File: src/rtl/iiitb_brg_tx_sched.sv
// Round-robin scheduler that shares one baud generator and one 8N1 transmitter among NREQ clients.
// Define IIITB_BRG_TX_SCHED_PARITY_EN to append an even-parity bit (11-bit frames).
module iiitb_brg_tx_sched #(
  parameter int NREQ    = 2,
  parameter int CFG_CYC = 2
) (
  input  logic              clk,
  input  logic              reset,
  input  logic [NREQ-1:0]   req,
  input  logic [2*NREQ-1:0] req_sel,
  input  logic [8*NREQ-1:0] req_data,
  output logic [NREQ-1:0]   gnt,
  output logic              done,
  output logic              busy,
  output logic [1:0]        brg_sel,
  output logic              brg_reset,
  input  logic              brg_clkout,
  output logic              txd
);

  localparam int IW = (NREQ > 2) ? 2 : 1;
  localparam int CW = $clog2(CFG_CYC + 1);

  typedef enum logic [3:0] {
    S_IDLE,
    S_ARB,
    S_CFG,
    S_SYNC,
    S_START,
    S_DATA,
`ifdef IIITB_BRG_TX_SCHED_PARITY_EN
    S_PARITY,
`endif
    S_STOP,
    S_DONE
  } state_t;

  state_t          state_q, state_d;
  logic [IW-1:0]   rr_q, rr_d;
  logic [IW-1:0]   gidx_q, gidx_d;
  logic [NREQ-1:0] gnt_q, gnt_d;
  logic [1:0]      sel_q, sel_d;
  logic [7:0]      shift_q, shift_d;
  logic [2:0]      bit_q, bit_d;
  logic [CW-1:0]   cfg_q, cfg_d;
  logic            txd_q, txd_d;
  logic            clkout_q;
  logic            tick;
`ifdef IIITB_BRG_TX_SCHED_PARITY_EN
  logic            par_q, par_d;
`endif

  logic            arb_vld;
  logic [IW-1:0]   arb_idx;
  logic [1:0]      pick_sel;
  logic [7:0]      pick_dat;

  function automatic logic [IW-1:0] wrap(input int v);
    return IW'(v % NREQ);
  endfunction

  assign tick = brg_clkout & ~clkout_q;

  // Descending scan so the candidate closest to the pointer is the last (winning) write.
  always_comb begin
    arb_vld  = 1'b0;
    arb_idx  = '0;
    pick_sel = '0;
    pick_dat = '0;
    for (int k = NREQ - 1; k >= 0; k--) begin
      if (req[wrap(int'(rr_q) + k)]) begin
        arb_vld = 1'b1;
        arb_idx = wrap(int'(rr_q) + k);
      end
    end
    for (int i = 0; i < NREQ; i++) begin
      if (arb_idx == IW'(i)) begin
        pick_sel = req_sel[2*i +: 2];
        pick_dat = req_data[8*i +: 8];
      end
    end
  end

  always_comb begin
    state_d = state_q;
    rr_d    = rr_q;
    gidx_d  = gidx_q;
    gnt_d   = gnt_q;
    sel_d   = sel_q;
    shift_d = shift_q;
    bit_d   = bit_q;
    cfg_d   = cfg_q;
    txd_d   = txd_q;
`ifdef IIITB_BRG_TX_SCHED_PARITY_EN
    par_d   = par_q;
`endif
    case (state_q)
      S_IDLE: begin
        if (|req) state_d = S_ARB;
      end
      S_ARB: begin
        if (arb_vld) begin
          gnt_d   = {{(NREQ-1){1'b0}}, 1'b1} << arb_idx;
          gidx_d  = arb_idx;
          shift_d = pick_dat;
          sel_d   = pick_sel;
          cfg_d   = '0;
`ifdef IIITB_BRG_TX_SCHED_PARITY_EN
          par_d   = ^pick_dat;
`endif
          state_d = S_CFG;
        end else begin
          state_d = S_IDLE;
        end
      end
      S_CFG: begin
        if (cfg_q == CW'(CFG_CYC - 1)) state_d = S_SYNC;
        else cfg_d = cfg_q + 1'b1;
      end
      S_SYNC: begin
        if (tick) begin
          txd_d   = 1'b0;
          state_d = S_START;
        end
      end
      S_START: begin
        if (tick) begin
          txd_d   = shift_q[0];
          bit_d   = '0;
          state_d = S_DATA;
        end
      end
      S_DATA: begin
        if (tick) begin
          if (bit_q == 3'd7) begin
`ifdef IIITB_BRG_TX_SCHED_PARITY_EN
            txd_d   = par_q;
            state_d = S_PARITY;
`else
            txd_d   = 1'b1;
            state_d = S_STOP;
`endif
          end else begin
            shift_d = shift_q >> 1;
            txd_d   = shift_q[1];
            bit_d   = bit_q + 1'b1;
          end
        end
      end
`ifdef IIITB_BRG_TX_SCHED_PARITY_EN
      S_PARITY: begin
        if (tick) begin
          txd_d   = 1'b1;
          state_d = S_STOP;
        end
      end
`endif
      S_STOP: begin
        if (tick) state_d = S_DONE;
      end
      S_DONE: begin
        gnt_d   = '0;
        rr_d    = wrap(int'(gidx_q) + 1);
        state_d = S_IDLE;
      end
      default: state_d = S_IDLE;
    endcase
  end

  always_ff @(posedge clk or posedge reset) begin
    if (reset) begin
      state_q  <= S_IDLE;
      rr_q     <= '0;
      gidx_q   <= '0;
      gnt_q    <= '0;
      sel_q    <= 2'b00;
      shift_q  <= '0;
      bit_q    <= '0;
      cfg_q    <= '0;
      txd_q    <= 1'b1;
      clkout_q <= 1'b0;
`ifdef IIITB_BRG_TX_SCHED_PARITY_EN
      par_q    <= 1'b0;
`endif
    end else begin
      state_q  <= state_d;
      rr_q     <= rr_d;
      gidx_q   <= gidx_d;
      gnt_q    <= gnt_d;
      sel_q    <= sel_d;
      shift_q  <= shift_d;
      bit_q    <= bit_d;
      cfg_q    <= cfg_d;
      txd_q    <= txd_d;
      clkout_q <= brg_clkout;
`ifdef IIITB_BRG_TX_SCHED_PARITY_EN
      par_q    <= par_d;
`endif
    end
  end

  // Generator is held in reset until the rate select has settled.
  assign brg_reset = (state_q == S_IDLE) || (state_q == S_ARB) || (state_q == S_CFG);
  assign done      = (state_q == S_DONE);
  assign busy      = (state_q != S_IDLE);
  assign gnt       = gnt_q;
  assign brg_sel   = sel_q;
  assign txd       = txd_q;

endmodule
File: config.mk
export PLATFORM = sky130hd
export DESIGN_NAME = iiitb_brg_tx_sched
export DESIGN_NICKNAME = d
export VERILOG_FILES = /design/src/rtl/iiitb_brg_tx_sched.sv
export SDC_FILE = /design/constraint.sdc
export NUM_CORES = 1
export LEC_CHECK = 0
export CELL_PAD_IN_SITES_DETAIL_PLACEMENT = 1
export CELL_PAD_IN_SITES_GLOBAL_PLACEMENT = 1
export CORE_ASPECT_RATIO = 0.7
export CORE_MARGIN = 2
export CORE_UTILIZATION = 35
export CTS_BUF_LIST = sky130_fd_sc_hd__clkbuf_16
export DETAILED_ROUTE_END_ITERATION = 16
export PLACE_DENSITY = 0.79
export SETUP_SLACK_MARGIN = 0.05
export SKIP_LAST_GASP = 1
export SYNTH_ARGS = -nofsm -noshare
export SYNTH_HDL_FRONTEND = slang
export SYNTH_SLANG_ARGS = --single-unit
export TNS_END_PERCENT = 100
File: constraint.sdc
create_clock -name clk -period 1.96 [get_ports clk]
set_clock_uncertainty 0.05 [all_clocks]
set_input_delay 0.392 -clock clk [delete_from_list [all_inputs] [get_ports clk]]
set_output_delay 0.392 -clock clk [all_outputs]
set_load 0.05 [all_outputs]
==> impl_metrics.env <==
export IMPL_seqCellArea_um2=603
export IMPL_synth_edf_count=0
export IMPL_setup_viol=0
export IMPL_synth_nets=172
export IMPL_syn_inst=144
export IMPL_tns_ns=0
export IMPL_ant_nets=0
export IMPL_numClockSinks=24
export IMPL_overflow=0
export IMPL_fin_ws_ns=0.0925
export IMPL_max_vdd_ir_drop_mv=0.814
export IMPL_place_port_buffers=32
export IMPL_io_pins=33
export IMPL_synth_area_um2=1320
export IMPL_p_per_area_nw_per_um2=1450
export IMPL_antenna_found_initial=0
export IMPL_yosys_area_top_type_share_pct=43.6
export IMPL_relSlewSlack_pct=65.9
export IMPL_p_comb_share_pct=48.9
export IMPL_ys_seq_elements=24
export IMPL_fmax_ghz=0.535
export IMPL_internal_power_w=0.00151
export IMPL_drc=0
export IMPL_syn_area_per_cell_um2=9.17
export IMPL_start_util_pct=37.1
export IMPL_cts_buffers=3
export IMPL_max_slew_worst_pin_slew_ns=0.511
export IMPL_status="finished clean"
export IMPL_diodes=0
export IMPL_die_area_um2=4290
export IMPL_power_switching_w=0.00114
export IMPL_clkPwrFrac_pct=16.8
export IMPL_hp_class="flip-flop to flip-flop"
export IMPL_wl_um=3550
export IMPL_rows=18
export IMPL_cts_root_buf="clkbuf_16"
export IMPL_vias_per_cell=5.24
export IMPL_final_util_pct=51.3
export IMPL_ys_seq_area_share_pct=45.6
export IMPL_dpl_worst_slack_ns=0.0325
export IMPL_multi_input_area_um2=671
export IMPL_fillCellCount=428
export IMPL_syn_to_final_growth_pct=38.4
export IMPL_gp_congestion=0.856
export IMPL_cp_max_fo=2
export IMPL_yosysWarnings=0
export IMPL_worst_path_buf_inv=1
export IMPL_worst_skew_pair_late_latency_ns=0.26
export IMPL_final_max_slew_viol_count=0
export IMPL_min_period_ns=1.87
export IMPL_crit_path_end_kind="primary output"
export IMPL_hold_viol=0
export IMPL_avgRoutedWirePerCell_um=15.4
export IMPL_fp_dieW_um=77.4
export IMPL_clk_pin_slew_ns=0.06
export IMPL_grt_use_met3_pct=4.25
export IMPL_cp_required_ns=1.52
export IMPL_max_stage_delay_ns=0.81
export IMPL_path_class="flip-flop to primary output"
export IMPL_die_h_um=55.4
export IMPL_critical_path_top_delay_family="buffers and inverters"
export IMPL_postCtsSetupBuffers=0
export IMPL_cts_buffer_depth=2
export IMPL_dr_pass1_iters=4
export IMPL_grt_max_degree=25
export IMPL_power_share_switching_pct=43.1
export IMPL_period_share_pct=95.3
export IMPL_cts_tree="built"
export IMPL_final_nets=209
export IMPL_grtUsageTotal_pct=17.8
export IMPL_use_met1_pct=23.8
export IMPL_drv_cap=0
export IMPL_ys_async_sr_fraction_pct=100
export IMPL_vias=1206
export IMPL_htree_levels=1
export IMPL_gr_max_usage_layer="met2"
export IMPL_rsz0062_at_grt="false"
export IMPL_dp_hpwl_um=2710
export IMPL_first_global_vias=1256
export IMPL_core_area_um2=3560
export IMPL_synth_area_top_cells="dfrtp_1, nand2_1, a211oi_1"
export IMPL_path_cells="clkdlybuf4s50_1"
export IMPL_cpMaxStageDelayCell="clkdlybuf4s50_1"
export IMPL_synth_cell_type_count=38
export IMPL_met2_usage_pct=30.1
export IMPL_seq_power_share_pct=34.3
export IMPL_drive_gt1_share_pct=12.8
export IMPL_synth_largest_area_cell="dfrtp_1"
export IMPL_first_iter_violations=32
export IMPL_leakage_nw=0.853
export IMPL_arrival_ns=1.43
export IMPL_grt_first_pass_wirelength_um=6000
export IMPL_startpoint_type="flip-flop"
export IMPL_ys_flop_type="dfrtp_1"
[worst paths after layout]
kind	startpoint	to	slack (ns)	depth (start not counted)
max	gnt[0]	gnt[0]	0.09	1
min	shift_q[5]	shift_q[5]	0.42	2
max reg2reg	bit_q[0]	shift_q[0]	0.16	6
min reg2reg	shift_q[5]	shift_q[5]	0.42	2
max in group asynchronous	reset	txd	1.14	3
min in group asynchronous	reset	bit_q[1]	0.43	3
[power groups by stage]
stage,clock network (W),logic [W],registers (W)
after global placement,0,0.00125,0.000899
after floorplan,0,0.000801,0.000944
after CTS,0.000460,0.00131,0.000910
final,0.000444,0.00130,0.000910
after detailed placement,0,0.00130,0.000918
after global routing,0.000487,0.00142,0.000947
[cells in the final DEF, fill, tap and decap left out, types with 2 or more instances in the layout]
| cell | synthesis | routed |
|---|---|---|
| and3_1 | 7 | 7 |
| or3_1 | 2 | 2 |
| dfrtp_1 | 23 | 22 |
| a211oi_1 | 8 | 8 |
| nand2_1 | 24 | 24 |
| clkbuf_16 | 0 | 3 |
| nand3_1 | 6 | 6 |
| o21ai_0 | 9 | 9 |
| inv_1 | 4 | 4 |
| ha_1 | 3 | 3 |
| nor2_1 | 10 | 10 |
| a21oi_1 | 5 | 5 |
| clkdlybuf4s50_1 | 0 | 26 |
| nand2b_1 | 2 | 2 |
| buf_12 | 0 | 3 |
| buf_4 | 0 | 8 |
| o21ai_1 | 4 | 4 |
| mux2i_1 | 3 | 3 |
| o31ai_1 | 8 | 8 |
[cells by family after synthesis]
group | share of synthesized area (%)
AND/OR/NAND/NOR | 21.9
AO/OA/AOI/OAI | 22.6
flip-flops | 45.6
buffers and inverters | 3.98
multiplexers | 3.13
adder cells (fa/ha/maj) | 2.84
[tightest hold or removal path, stage by stage (launching register included)]
cell and delay, ns:
dfrtp_1 0.34, nand2_1 0.05, o31ai_1 0.05
[synthesized netlist by cell type, drive strengths merged, types with 2 or more instances]
cell and number:
mux2i 3, nand2b 2, nand3 6, dfrtp 23, a211oi 8, and3 7, or3 2, clkbuf 2
inv 5, o31ai 8, nor2 11, nor3b 2, buf 4, a21oi 5, ha 3, o21ai 13
nand2 24
[per-layer routing]
layer / vias up / wire (um) / share of wire (%)
met5: - / 0 / 0
met1: 586 / 1630 / 46
met3: 5 / 131 / 3.7
met4: 0 / 17 / 0.48
li1: 593 / - / -
met2: 22 / 1770 / 50
[cell type report]
class,count,area share [%]
Clock buffer,3,4.11
Tap cell,50,3.42
Timing Repair Buffer,38,21.5
Multi-Input combinational cell,109,36.7
Sequential cell,24,33.0
Clock inverter,1,0.205
Inverter,5,1.03
[registers in the layout, summed over array words and instances (netlist names)]
signal and count:
shift_q 8, bit_q 3, state_q 3, brg_sel 2, cfg_q 2, gnt 2, clkout_q 1, gidx_q 1
rr_q 1, txd 1
[per-stage QoR]
stage,std cells,power (W),hold WS [ns],instance area [um2]
CTS,230,0.00268,0.430,1820
finish,230,0.00265,0.425,1830
global route,230,0.00285,0.457,1830
floorplan,144,0.00175,0.356,1320
detailed placement,226,0.00222,0.416,1740
global placement,226,0.00215,0.394,1740
[timing repair]
item,CTS,global route
endpoints found under the setup margin,0,5
hold buffers,0,0
resized for setup,0,3
(Power assumes the default switching activity.)
